`config.mk`:
```
export PLATFORM = sky130hd
export DESIGN_NAME = req_arbiter_flat
export DESIGN_NICKNAME = d
export VERILOG_FILES = /design/src/rtl/req_arbiter_pkg.sv /design/src/rtl/req_arbiter_if.sv /design/src/rtl/req_arbiter_rr_pick.sv /design/src/rtl/req_arbiter.sv /design/src/flat_wrapper.sv
export SDC_FILE = /design/constraint.sdc
export NUM_CORES = 1
export LEC_CHECK = 0
export ABC_AREA = 1
export BUFFER_PORTS_ARGS = -buffer_cell sky130_fd_sc_hd__buf_2
export CAP_MARGIN = 30
export CORE_AREA = 2 2 164 166
export DETAILED_ROUTE_END_ITERATION = 10
export DIE_AREA = 0 0 166 168
export GPL_ROUTABILITY_DRIVEN = 0
export SLEW_MARGIN = 15
export SYNTH_ARGS = -nofsm -noshare
export SYNTH_HDL_FRONTEND = slang
export SYNTH_SLANG_ARGS = --single-unit
```
`constraint.sdc`:
```
create_clock -name clk -period 5.48 [get_ports clk]
set_clock_uncertainty 0.1 [all_clocks]
set_input_delay 1.096 -clock clk [delete_from_list [all_inputs] [get_ports clk]]
set_output_delay 1.096 -clock clk [all_outputs]
set_load 0.03 [all_outputs]
```
`src/rtl/req_arbiter_pkg.sv`:
```
// Shared types and constants for the request arbiter and its FIFO-side neighbours.
package req_arbiter_pkg;

    localparam int NUM_REQ_PORTS = 4;
    localparam int REQ_TYPE_W    = 4;
    localparam int REQ_ID_W      = 8;
    localparam int REQ_DATA_W    = 32;

    typedef struct packed {
        logic                  req;
        logic [REQ_TYPE_W-1:0] req_type;
        logic [REQ_ID_W-1:0]   req_id;
        logic [REQ_DATA_W-1:0] req_data1;
        logic [REQ_DATA_W-1:0] req_data2;
    } req_pkt_type;

    // Plain modulo keeps the rotation correct when the port count is not a power of two.
    function automatic int port_add(input int base, input int offset, input int num_ports);
        return (base + offset) % num_ports;
    endfunction

endpackage

```
`src/rtl/req_arbiter_if.sv`:
```
// Bundle of FIFO-head inputs, pop strobes and the registered valid/ready output stage.
interface req_arbiter_if
    import req_arbiter_pkg::*;
#(
    parameter int NUM_PORTS = NUM_REQ_PORTS,
    parameter int CNT_W     = 8
) ();

    localparam int PORT_W = $clog2(NUM_PORTS);

    req_pkt_type             fifo_head [NUM_PORTS];
    logic [NUM_PORTS-1:0]    fifo_read;
    req_pkt_type             out_pkt;
    logic [PORT_W-1:0]       out_port;
    logic                    out_valid;
    logic                    out_ready;
    logic [CNT_W-1:0]        pkt_cnt [NUM_PORTS];

    // master is the arbiter side, slave is the FIFOs plus the downstream consumer.
    modport master (
        input  fifo_head, out_ready,
        output fifo_read, out_pkt, out_port, out_valid, pkt_cnt
    );

    modport slave (
        output fifo_head, out_ready,
        input  fifo_read, out_pkt, out_port, out_valid, pkt_cnt
    );

endinterface

```
`src/rtl/req_arbiter_rr_pick.sv`:
```
// Combinational round-robin picker: first requester after last_grant, last_grant itself last.
module rr_pick
    import req_arbiter_pkg::*;
#(
    parameter  int NUM_PORTS = NUM_REQ_PORTS,
    localparam int PORT_W    = $clog2(NUM_PORTS)
) (
    input  logic [NUM_PORTS-1:0] req,
    input  logic [PORT_W-1:0]    last_grant,
    output logic                 found,
    output logic [PORT_W-1:0]    pick
);

    logic [PORT_W-1:0] idx;

    always_comb begin
        found = 1'b0;
        pick  = '0;
        idx   = '0;
        for (int k = 1; k <= NUM_PORTS; k++) begin
            idx = PORT_W'(port_add(int'(last_grant), k, NUM_PORTS));
            if (!found && req[idx]) begin
                found = 1'b1;
                pick  = idx;
            end
        end
    end

endmodule

```
`src/rtl/req_arbiter.sv`:
```
// Round-robin arbiter draining the input FIFOs into one registered valid/ready output,
// with a wrapping per-port count of forwarded packets.
module req_arbiter
    import req_arbiter_pkg::*;
#(
    parameter int NUM_PORTS = NUM_REQ_PORTS,
    parameter int CNT_W     = 8
) (
    input logic         clk,
    input logic         rst_b,
    req_arbiter_if.master bus
);

    localparam int PORT_W = $clog2(NUM_PORTS);

    logic [NUM_PORTS-1:0] req_vec;
    logic [PORT_W-1:0]    last_grant;
    logic [PORT_W-1:0]    pick;
    logic                 found;
    logic                 slot_free;
    logic                 grant;

    req_pkt_type          out_pkt_q;
    logic [PORT_W-1:0]    out_port_q;
    logic                 out_valid_q;
    logic [CNT_W-1:0]     pkt_cnt_q [NUM_PORTS];

    always_comb begin
        req_vec = '0;
        for (int i = 0; i < NUM_PORTS; i++) begin
            req_vec[i] = bus.fifo_head[i].req;
        end
    end

    rr_pick #(.NUM_PORTS(NUM_PORTS)) u_pick (
        .req        (req_vec),
        .last_grant (last_grant),
        .found      (found),
        .pick       (pick)
    );

    // Gating with rst_b keeps the FIFOs from being popped while the output register is held in reset.
    assign slot_free = !out_valid_q || bus.out_ready;
    assign grant     = rst_b && slot_free && found;

    always_comb begin
        bus.fifo_read = '0;
        if (grant) begin
            bus.fifo_read[pick] = 1'b1;
        end
    end

    always_ff @(posedge clk or negedge rst_b) begin
        if (!rst_b) begin
            out_valid_q <= 1'b0;
            out_pkt_q   <= '0;
            out_port_q  <= '0;
            last_grant  <= PORT_W'(NUM_PORTS - 1);
        end else if (grant) begin
            out_valid_q <= 1'b1;
            out_pkt_q   <= bus.fifo_head[pick];
            out_port_q  <= pick;
            last_grant  <= pick;
        end else if (slot_free) begin
            out_valid_q <= 1'b0;
        end
    end

    always_ff @(posedge clk or negedge rst_b) begin
        if (!rst_b) begin
            for (int i = 0; i < NUM_PORTS; i++) begin
                pkt_cnt_q[i] <= '0;
            end
        end else if (grant) begin
            pkt_cnt_q[pick] <= pkt_cnt_q[pick] + CNT_W'(1);
        end
    end

    assign bus.out_valid = out_valid_q;
    assign bus.out_pkt   = out_pkt_q;
    assign bus.out_port  = out_port_q;
    assign bus.pkt_cnt   = pkt_cnt_q;

endmodule

```
`src/flat_wrapper.sv`:
```
// flat-port wrapper written by rule: the top's interface ports become plain ports
module req_arbiter_flat import req_arbiter_pkg::*;
#(
    parameter int NUM_PORTS = NUM_REQ_PORTS,
    parameter int CNT_W     = 8
)
  (clk, rst_b, bus_fifo_head, bus_out_ready, bus_fifo_read, bus_out_pkt, bus_out_port, bus_out_valid, bus_pkt_cnt);
  req_arbiter_if #(.NUM_PORTS(NUM_PORTS), .CNT_W(CNT_W)) bus_i ();
  input logic clk;
  input logic rst_b;
  input wire logic [$bits(bus_i.fifo_head)-1:0] bus_fifo_head;
  input wire logic [$bits(bus_i.out_ready)-1:0] bus_out_ready;
  output wire logic [$bits(bus_i.fifo_read)-1:0] bus_fifo_read;
  output wire logic [$bits(bus_i.out_pkt)-1:0] bus_out_pkt;
  output wire logic [$bits(bus_i.out_port)-1:0] bus_out_port;
  output wire logic [$bits(bus_i.out_valid)-1:0] bus_out_valid;
  output wire logic [$bits(bus_i.pkt_cnt)-1:0] bus_pkt_cnt;
  assign bus_i.fifo_head = {>>{bus_fifo_head}};
  assign bus_i.out_ready = bus_out_ready;
  assign bus_fifo_read = bus_i.fifo_read;
  assign bus_out_pkt = bus_i.out_pkt;
  assign bus_out_port = bus_i.out_port;
  assign bus_out_valid = bus_i.out_valid;
  assign bus_pkt_cnt = {>>{bus_i.pkt_cnt}};
  req_arbiter #(.NUM_PORTS(NUM_PORTS), .CNT_W(CNT_W)) u_core (.clk(clk), .rst_b(rst_b), .bus(bus_i));
endmodule
```
== Word-level counts from Yosys, hierarchy flattened ==
Cells that the tools add are included.
W data, S select, Z words.

* Output and inout bits: 116
* Logic and storage cells: 69
* Bits in latches: 0
* Bits in writable memories: 0
* ROM bits: 0
* Bits in registers: 114
* Memories: 0

* $lt $le $gt $ge: 8
* Shift-type cells: 0
* Multiplexer cells: 30
* Add/sub/neg operators: 5
* Eq/ne operators: 0
* $mul: 0
* Div/mod/pow operators: 0
* Reductions and logical operators: 13
* Bitwise gates (word level): 1

{| class="wikitable"
|+ Operator list
! cell !! count
|-
| $bmux W77 S2 || 1
|-
| $mux W77 || 2
|-
| $bwmux W32 || 1
|-
| $mux W8 || 3
|-
| $bmux W8 S2 || 1
|-
| $demux W8 S2 || 1
|-
| $lt A2 B3 Y1 const B || 5
|-
| $mux W1 || 11
|-
| $add A8 B1 Y8 const B || 1
|-
| $bmux W1 S2 || 4
|-
| $mux W2 || 4
|-
| $logic_and A1 B1 Y1 || 7
|-
| $add A2 B1 Y2 const B || 2
|-
| $add A2 B2 Y2 const B || 2
|-
| $logic_not A1 Y1 || 4
|-
| $mux W4 || 1
|-
| $ge A3 B3 Y1 const B || 1
|-
| $lt A3 B1 Y1 const B || 1
|-
| $not A2 Y3 || 1
|-
| $demux W1 S2 || 1
|-
| $ge A2 B1 Y1 const B || 1
|-
| $reduce_bool A2 Y1 || 1
|-
| $logic_or A1 B1 Y1 || 1
|}

== Depth between registers and ports, before layout ==
Gate-level depths: netlist of run 1.

* Depth after elaboration: 19
* Depth in mapped cells: 23
* Gate-level depth less buffers: 21

== Cells and area by module ==
A second synthesis of run 1 with hierarchy kept.

* Cells, all modules: 743
* Area total of the unflattened synthesis: 6755.2 um^2

{| class="wikitable"
|+ Modules (own cells, without submodules)
! module !! area each (um^2) !! times used !! cells each
|-
| req_arbiter || 6465.0 || 1 || 694
|-
| rr_pick || 290.3 || 1 || 49
|}

== Worst setup path after synthesis of run 1 ==
OpenSTA, ideal clock, no wires.

* Path kind: input-to-output
* From: in bus_fifo_head[153]
* To: out bus_fifo_read[1]
* Data required time: 4.284 ns
* Arrival time: 2.439 ns
* Setup slack: 1.845 ns
* Buffers on the path: 2
* Stages: 12
* Path through: nand2_1 -> nand2_2 -> nand2_2 -> nand2_2 -> nor2_4 -> nand3_1 -> nand2_1 -> a21oi_4 -> buf_4 -> buf_2 -> nand2_1 -> inv_1

* Longest elaborated chain between the ends: 17
* Elaborated cells between the ends (all ways): 29
* Classes of those cells: 2 x order compare; 19 x mux; 8 x reduce/logical

{| class="wikitable"
|+ RTL lines
! what !! RTL line !! text
|-
| start: declaration || flat_wrapper.sv:11 || <nowiki>input wire logic [$bits(bus_i.fifo_head)-1:0] bus_fifo_head;</nowiki>
|-
| $bmux W1 S2 || req_arbiter_rr_pick.sv:22 || <nowiki>if (!found && req[idx]) begin</nowiki>
|-
| $mux W1 (not written as such) || req_arbiter_rr_pick.sv:22 ||
|-
| $mux W1 || req_arbiter_rr_pick.sv:22 ||
|-
| $logic_not A1 Y1 || req_arbiter_rr_pick.sv:22 ||
|-
| $logic_and A1 B1 Y1 || req_arbiter_rr_pick.sv:22 ||
|-
| $mux W1 || req_arbiter_rr_pick.sv:22 ||
|-
| $logic_not A1 Y1 || req_arbiter_rr_pick.sv:22 ||
|-
| $logic_and A1 B1 Y1 || req_arbiter_rr_pick.sv:22 ||
|-
| $mux W1 || req_arbiter_rr_pick.sv:22 ||
|-
| $logic_not A1 Y1 || req_arbiter_rr_pick.sv:22 ||
|-
| $logic_and A1 B1 Y1 || req_arbiter_rr_pick.sv:22 ||
|-
| $mux W2 || req_arbiter_rr_pick.sv:22 ||
|-
| $lt A2 B3 Y1 (not written as such) or $ge A2 B1 Y1 (tied branches) || req_arbiter.sv:49 || <nowiki>bus.fifo_read[pick] = 1'b1;</nowiki>
|-
| $logic_and A1 B1 Y1 (not written as such) || req_arbiter.sv:49 ||
|-
| $mux W1 (not written as such) || req_arbiter.sv:49 ||
|-
| $demux W1 S2 || n/a ||
|-
| $mux W4 * || req_arbiter.sv:48 || <nowiki>if (grant) begin</nowiki>
|-
| end: declaration || flat_wrapper.sv:13 || <nowiki>output wire logic [$bits(bus_i.fifo_read)-1:0] bus_fifo_read;</nowiki>
|}

Mark *: on every way between the ends. The rest lies on a longest branch, timed or not. The select of a mux whose other input is x is not followed.

== Final worst setup path of run 1 ==
* From: in bus_fifo_head[153]
* To: out bus_fifo_read[0]

Same word-level chain as after synthesis.

==> metrics.yaml, run 1 <==
outcome:
  status: "finished, final reports clean"
synth:
  async_flop_share_pct: 100
  synthesis.nets: 1363
  ys_seq_area_share_pct: 40.0
  synth_commonest_cells: "nor2_1, nand2_1, o21ai_0, dfrtp_1, o22ai_1"
  ys_warn_count: 0
  synth_top_area_share_pct: 39.3
  yosysMostFrequentCell: "nor2_1"
  synthTopCellsByArea: "dfrtp_1, nor2_1, nand2_1"
  yosys_most_used_dff: "dfrtp_1"
  synthCells: 1051
  synth-edff-count: 0
  ys_ff_latch: 114
  yosysTopAreaCell: "dfrtp_1"
  synth_cell_type_count: 30
  syn_area_mm2: 0.00713
  avgSynthCellArea_um2: 6.79
clock_tree:
  cts.htree.levels: 4
  clockBufferDepth: 2
  cts_setup_buffers: 0
  clk_latency_ps: 410
  cts_tree: "yes"
  cts_sinks: 114
  cts.clk_slew.worst_paths_ps: 60
  cts_hold_buf: 0
  cts_root_buf: "clkbuf_16"
  cts_buffers: 17
  post_cts_resized: 0
die:
  rows: 60
  initial_core_util_pct: 27.1
  fp.dieW_um: 166
  ios: 427
  die_h_um: 168
  core_mm2: 0.0264
  die-area_mm2: 0.0279
grt:
  grt_pass1_wl_um: 43400
  grt_start_max_net_pins: 114
  grt_use_total_pct: 19.5
  grt_pass1_vias: 7859
  overflow: 0
  antenna_found_initial: 1
place:
  io_buffers: 426
  place_area_mm2: 0.00942
  hpwl_um: 20900
route:
  vias: 8581
  antenna_left: 0
  drc: 0
  wirelength_um: 28500
  wl_per_cell_um: 16.0
  drt_iter0_drc: 527
  drt_pass1_iterations: 5
  routed_via_density: 4.80
final_layout:
  n_fill_cell: 2845
  nets: 1744
  num_antenna_cells: 0
  areaGrowthSynthToFinish_pct: 41.3
  final_area_mm2: 0.0101
  drive_gt1_share_pct: 36.0
sta:
  fmax_mhz: 224
  min_period_ps: 4470
  hold_viol: 0
  hold_ws_ps: 368
  tightest_slew_ps: 908
  finalCritPeriodShare_pct: 81.5
  rsz0062_at_grt: "false"
  slew_headroom_pct: 39.4
  final-setup-viol-count: 0
  final_max_slew_viol_count: 0
  finalSetupTns_ps: 0
worst_setup_path:
  cp_max_fo: 37
  crit_path_end: "bus_fifo_read[0]"
  setup.worst_path.end_class: "output port"
  r2r_cells: 18
  rr_startpoint: "u_core.last_grant[0]"
  r2r_end: "u_core.bus.pkt_cnt[14]"
  critPathRequiredTime_ps: 4280
  worstPathArrival_ps: 3270
  criticalPathCategory: "in -> out"
  r2r_setup_slack_ps: 1890
  startpoint: "bus_fifo_head[153]"
  start_kind: "input pin"
min_path:
  hold_depth: 1
  timing.hold.worst.class: "reg -> reg"
power:
  leakage_nw: 5.23
  powerDensity_mw_per_mm2: 901
  irDropWorstVdd_uv: 682
run:
  cap_violations: 0
==> metal layers <==
layer	part of all wire, %	track usage, %
met1	42	25.3
met5	0	0
met3	6.7	4.89
met4	1.9	5.60
met2	49	32.3
==> worst max-delay path, stage by stage <==
cell	delay [ps]
buf_2	90
nand2_1	60
nand2_2	100
nand2_2	70
nand2_2	110
nor2_4	50
nand3_2	80
nand2_1	80
inv_2	60
nand2_2	270
inv_4	430
nand2_1	200
nor2_2	290
buf_2	270
==> flip-flops by register name, summed over array words and instances (netlist names) <==
signal,flops
u_core.bus.out_pkt,77
u_core.last_grant,2
u_core.bus.out_port,2
u_core.bus.out_valid,1
u_core.bus.pkt_cnt,32
==> stage by stage <==
| stage | util [%] | power [W] | instances | setup WS [ps] |
|---|---|---|---|---|
| 2_1_floorplan | - | 0.00628 | 1051 | 1850 |
| 3_3_place_gp | 35.7 | 0.00778 | 1753 | 1040 |
| 3_5_place_dp | 35.7 | 0.00782 | 1753 | 969 |
| 4_1_cts | 38.2 | 0.00911 | 1785 | 957 |
| 5_1_grt | 38.2 | 0.00994 | 1786 | 759 |
| 6_report | 38.2 | 0.00909 | 1786 | 1010 |
==> layout make-up <==
| cell class | instances | area [um2] | area share [%] |
|---|---|---|---|
| multi-input combinational | 832 | 3800 | 37.7 |
| sequential | 114 | 2860 | 28.3 |
| timing repair buffer | 438 | 2240 | 22.2 |
| tap | 341 | 427 | 4.23 |
| clock buffer | 17 | 425 | 4.22 |
| clock inverter | 15 | 218 | 2.16 |
| inverter | 29 | 114 | 1.13 |
==> cell families after synthesis <==
| logic type | count (synthesis) | share of synthesized area (%) |
|---|---|---|
| flip-flops | 114 | 40.0 |
| buffers and inverters | 105 | 6.68 |
| adder cells (fa/ha/maj) | 1 | 0.175 |
| AND/OR/NAND/NOR | 576 | 33.3 |
| XOR/XNOR | 3 | 0.579 |
| AO/OA/AOI/OAI | 252 | 19.3 |
==> how the worst min path moves through the flow <==
stage                                 startpoint                     end  slack [ps]
final                     u_core.bus.out_pkt[76]  u_core.bus.out_pkt[76]         370
after global routing      u_core.bus.out_pkt[47]  u_core.bus.out_pkt[47]         380
after CTS                 u_core.bus.out_pkt[76]  u_core.bus.out_pkt[76]         370
after detailed placement  u_core.bus.out_pkt[76]  u_core.bus.out_pkt[76]         360
after global placement    u_core.bus.out_pkt[76]  u_core.bus.out_pkt[76]         350
after floorplan             u_core.last_grant[0]    u_core.last_grant[0]         500
==> report_power, final <==
part	leakage, nW	switching (W)	internal [W]
logic	3.54	0.00451	0.00184
clock network	0.312	0.000459	0.000776
registers	1.37	0.000248	0.00126
total	5.23	0.00521	0.00387
==> cell usage in the layout (no fill, tap or decap) <==
cell and count:
bufinv_16 4, nand3_1 39, xor2_2 2, o21bai_1 1
o22ai_1 41, buf_4 12, nor2_2 3, inv_2 10
nand2_4 4, buf_2 425, or2_2 1, a21oi_1 1
clkinv_4 2, dfstp_2 2, nand3b_1 4, o21ai_2 1
inv_4 2, inv_6 7, o21ai_1 36, dfrtp_1 112
nor2_4 6, inv_8 1, clkbuf_16 17, a21oi_4 1
nor2_1 265, ha_1 1, inv_1 17, nand3_2 5
xor2_1 1, nand2_1 236, buf_12 1, a31oi_1 35
nand2_2 13, clkinvlp_4 1, o21ai_0 136
No activity file was read; power rests on OpenSTA's default activity.
==> run 2, diff against run 1 <==
Clock period 5.48 ns to 4.55 ns, I/O delays scaled along.
==> run 2 against run 1 <==
Compared with the run above: cell area shrank 0.48%; flip-flop and latch count is the same; first-iteration DRC count increased by 16%; wire length shrank 0.77%; critical endpoint is now bus_fifo_read[2]; critical path depth decreased by 1; die area unchanged; clock power grew 9%; sequential share of layout area is 0.14 points higher; global-route usage shrank 0.15 points; non-clock buffer count rose by 2; highest routed layer unchanged.
==> metrics.yaml, run 2 (synthesis results as in run 1) <==
power:
  leakage_nw: 5.20  # was 5.23 nW
  powerDensity_mw_per_mm2: 1070  # was 901 mW/mm2
  p_total_w: 0.0108  # was 0.00909 W
  irDropWorstVdd_uv: 882  # was 682 uV
die:
  rows: 60  # unchanged
  die-area_mm2: 0.0279  # unchanged
  fp.dieW_um: 166  # unchanged
  die_h_um: 168  # unchanged
  ios: 427  # unchanged
  initial_core_util_pct: 27.1  # unchanged
  core_mm2: 0.0264  # unchanged
final_layout:
  largest_reg_flops: 77  # unchanged
  final_area_mm2: 0.0100  # was 0.0101 mm2
  drive_gt1_share_pct: 36.1  # was 36.0%
  n_fill_cell: 2849  # was 2845
  final_cell_mix: "buf_2, nor2_1, nand2_1, o21ai_0, dfrtp_1"  # unchanged
  areaGrowthSynthToFinish_pct: 40.6  # was 41.3%
  final_cell_count_no_fill: 1789  # was 1786
  nets: 1746  # was 1744
  final_common_cell: "buf_2"  # unchanged
sta:
  min_period_ps: 3870
  hold_viol: 0  # unchanged
  fmax_mhz: 259
  finalSetupTns_ps: 0  # unchanged
  slew_headroom_pct: 46.5  # was 39.4%
  rsz0062_at_grt: "false"  # unchanged
  tightest_slew_ps: 803  # was 908 ps
  final_max_slew_viol_count: 0  # unchanged
  finalCritPeriodShare_pct: 84.9
  final-setup-viol-count: 0  # unchanged
grt:
  grt_pass1_wl_um: 43300  # was 43400 um
  overflow: 0  # unchanged
  grt_use_total_pct: 19.4  # was 19.5%
  grt_use_met3_pct: 4.65  # was 4.89%
  grt_pass1_vias: 8003  # was 7859
  gr-usage-met1_pct: 24.7  # was 25.3%
  grt_use_met2_pct: 31.9  # was 32.3%
  busiest_layer: "met2"  # unchanged
  antenna_found_initial: 1  # unchanged
  grt_start_max_net_pins: 81  # was 114
clock_tree:
  cts.htree.levels: 4  # unchanged
  cts_tree: "yes"  # unchanged
  clockBufferDepth: 2  # unchanged
  clk_latency_ps: 420  # was 410 ps
  cts_buffers: 17  # unchanged
  cts_sinks: 114  # unchanged
  cts_root_buf: "clkbuf_16"  # unchanged
  cts_setup_buffers: 0  # unchanged
  cts_hold_buf: 0  # unchanged
  cts.clk_slew.worst_paths_ps: 60  # about the same
  post_cts_resized: 0  # unchanged
route:
  routed_via_density: 4.84  # was 4.80
  wl_per_cell_um: 15.8  # was 16.0 um
  drt_pass1_iterations: 5  # unchanged
  antenna_left: 0  # unchanged
  drc: 0  # unchanged
  vias: 8653  # was 8581
  wirelength_um: 28300  # was 28500 um
  drt_iter0_drc: 610  # was 527
worst_setup_path:
  criticalPathCategory: "reg -> out"  # was in -> out
  start_kind: "register"  # was input pin
  startpoint: "u_core.last_grant[1]"  # was bus_fifo_head[153]
  rr_startpoint: "u_core.last_grant[1]"  # was u_core.last_grant[0]
  setup.worst_path.end_class: "output port"  # unchanged
  cp_max_fo: 15  # was 37
  critPathRequiredTime_ps: 3540  # was 4280 ps
  worstPathArrival_ps: 2860  # was 3270 ps
place:
  place_area_mm2: 0.00944  # was 0.00942 mm2
  hpwl_um: 21300  # was 20900 um
  dp_cells: 1756  # was 1753
  io_buffers: 426  # unchanged
run:
  cap_violations: 0  # unchanged
outcome:
  status: "finished, final reports clean"  # unchanged
min_path:
  timing.hold.worst.class: "reg -> reg"  # unchanged
  hp-start: "u_core.bus.out_pkt[76]"  # unchanged
## run 2: cell count changes in the layout (fill, tap and decap cells not counted), moves of 2 or more
| cell | before | now |
|---|---|---|
| clkinvlp_4 | 1 | 3 |
| bufinv_16 | 4 | 1 |
| clkinv_4 | 2 | 0 |
| buf_4 | 12 | 15 |
| inv_8 | 1 | 3 |
## run 2: stage by stage
| stage | util, % | worst slack (ps) | hold WS [ps] |
|---|---|---|---|
| after detailed placement | 35.8 | 853 | 347 |
| after floorplan | - | 1290 | 500 |
| after global placement | 35.8 | 907 | 349 |
| final | 38.1 | 685 | 358 |
| after CTS | 38.1 | 665 | 362 |
| after global routing | 38.1 | 441 | 379 |
## run 2: layout make-up
type	count	area (um2)	share of cell area, %
multi-input combinational	832	3800	37.9
sequential	114	2860	28.5
timing repair buffer	440	2240	22.3
tap	341	427	4.25
clock buffer	17	425	4.24
clock inverter	15	164	1.63
inverter	29	114	1.14
antenna	1	2.50	0.0250
## run 2: worst max-delay path, cell delays in order (launching register included)
cell     delay [ps]
dfstp_2         650
inv_2           100
nand2_1          70
nand2_1         100
nand2_1          90
nand2_1          60
nand2_1          80
nand2_2          80
nand2_2         270
nand2_4         160
inv_4           130
nand2_1         120
nor2_2          270
buf_2           260
## run 2: worst paths after layout
kind,end,slack (ps),cells past startpoint
max,bus_fifo_read[2],680,13
min,u_core.bus.out_pkt[76],360,1
max reg2reg,u_core.bus.pkt_cnt[6],1240,18
min reg2reg,u_core.bus.out_pkt[76],360,1
max in group asynchronous,u_core.bus.out_port[0],2460,3
min in group asynchronous,u_core.bus.pkt_cnt[13],540,2
## run 2: power by group
group / leakage [nW] / switching (W) / internal, W
combinational: 3.55 / 0.00541 / 0.00219
sequential: 1.37 / 0.000303 / 0.00152
clock: 0.281 / 0.000573 / 0.000779
total: 5.20 / 0.00629 / 0.00448
## run 2: routing by layer
layer,vias to the layer above,share of wire [%]
met4,0,2.3
li1,4223,-
met3,44,7.1
met1,4014,42
met2,372,48
met5,-,0
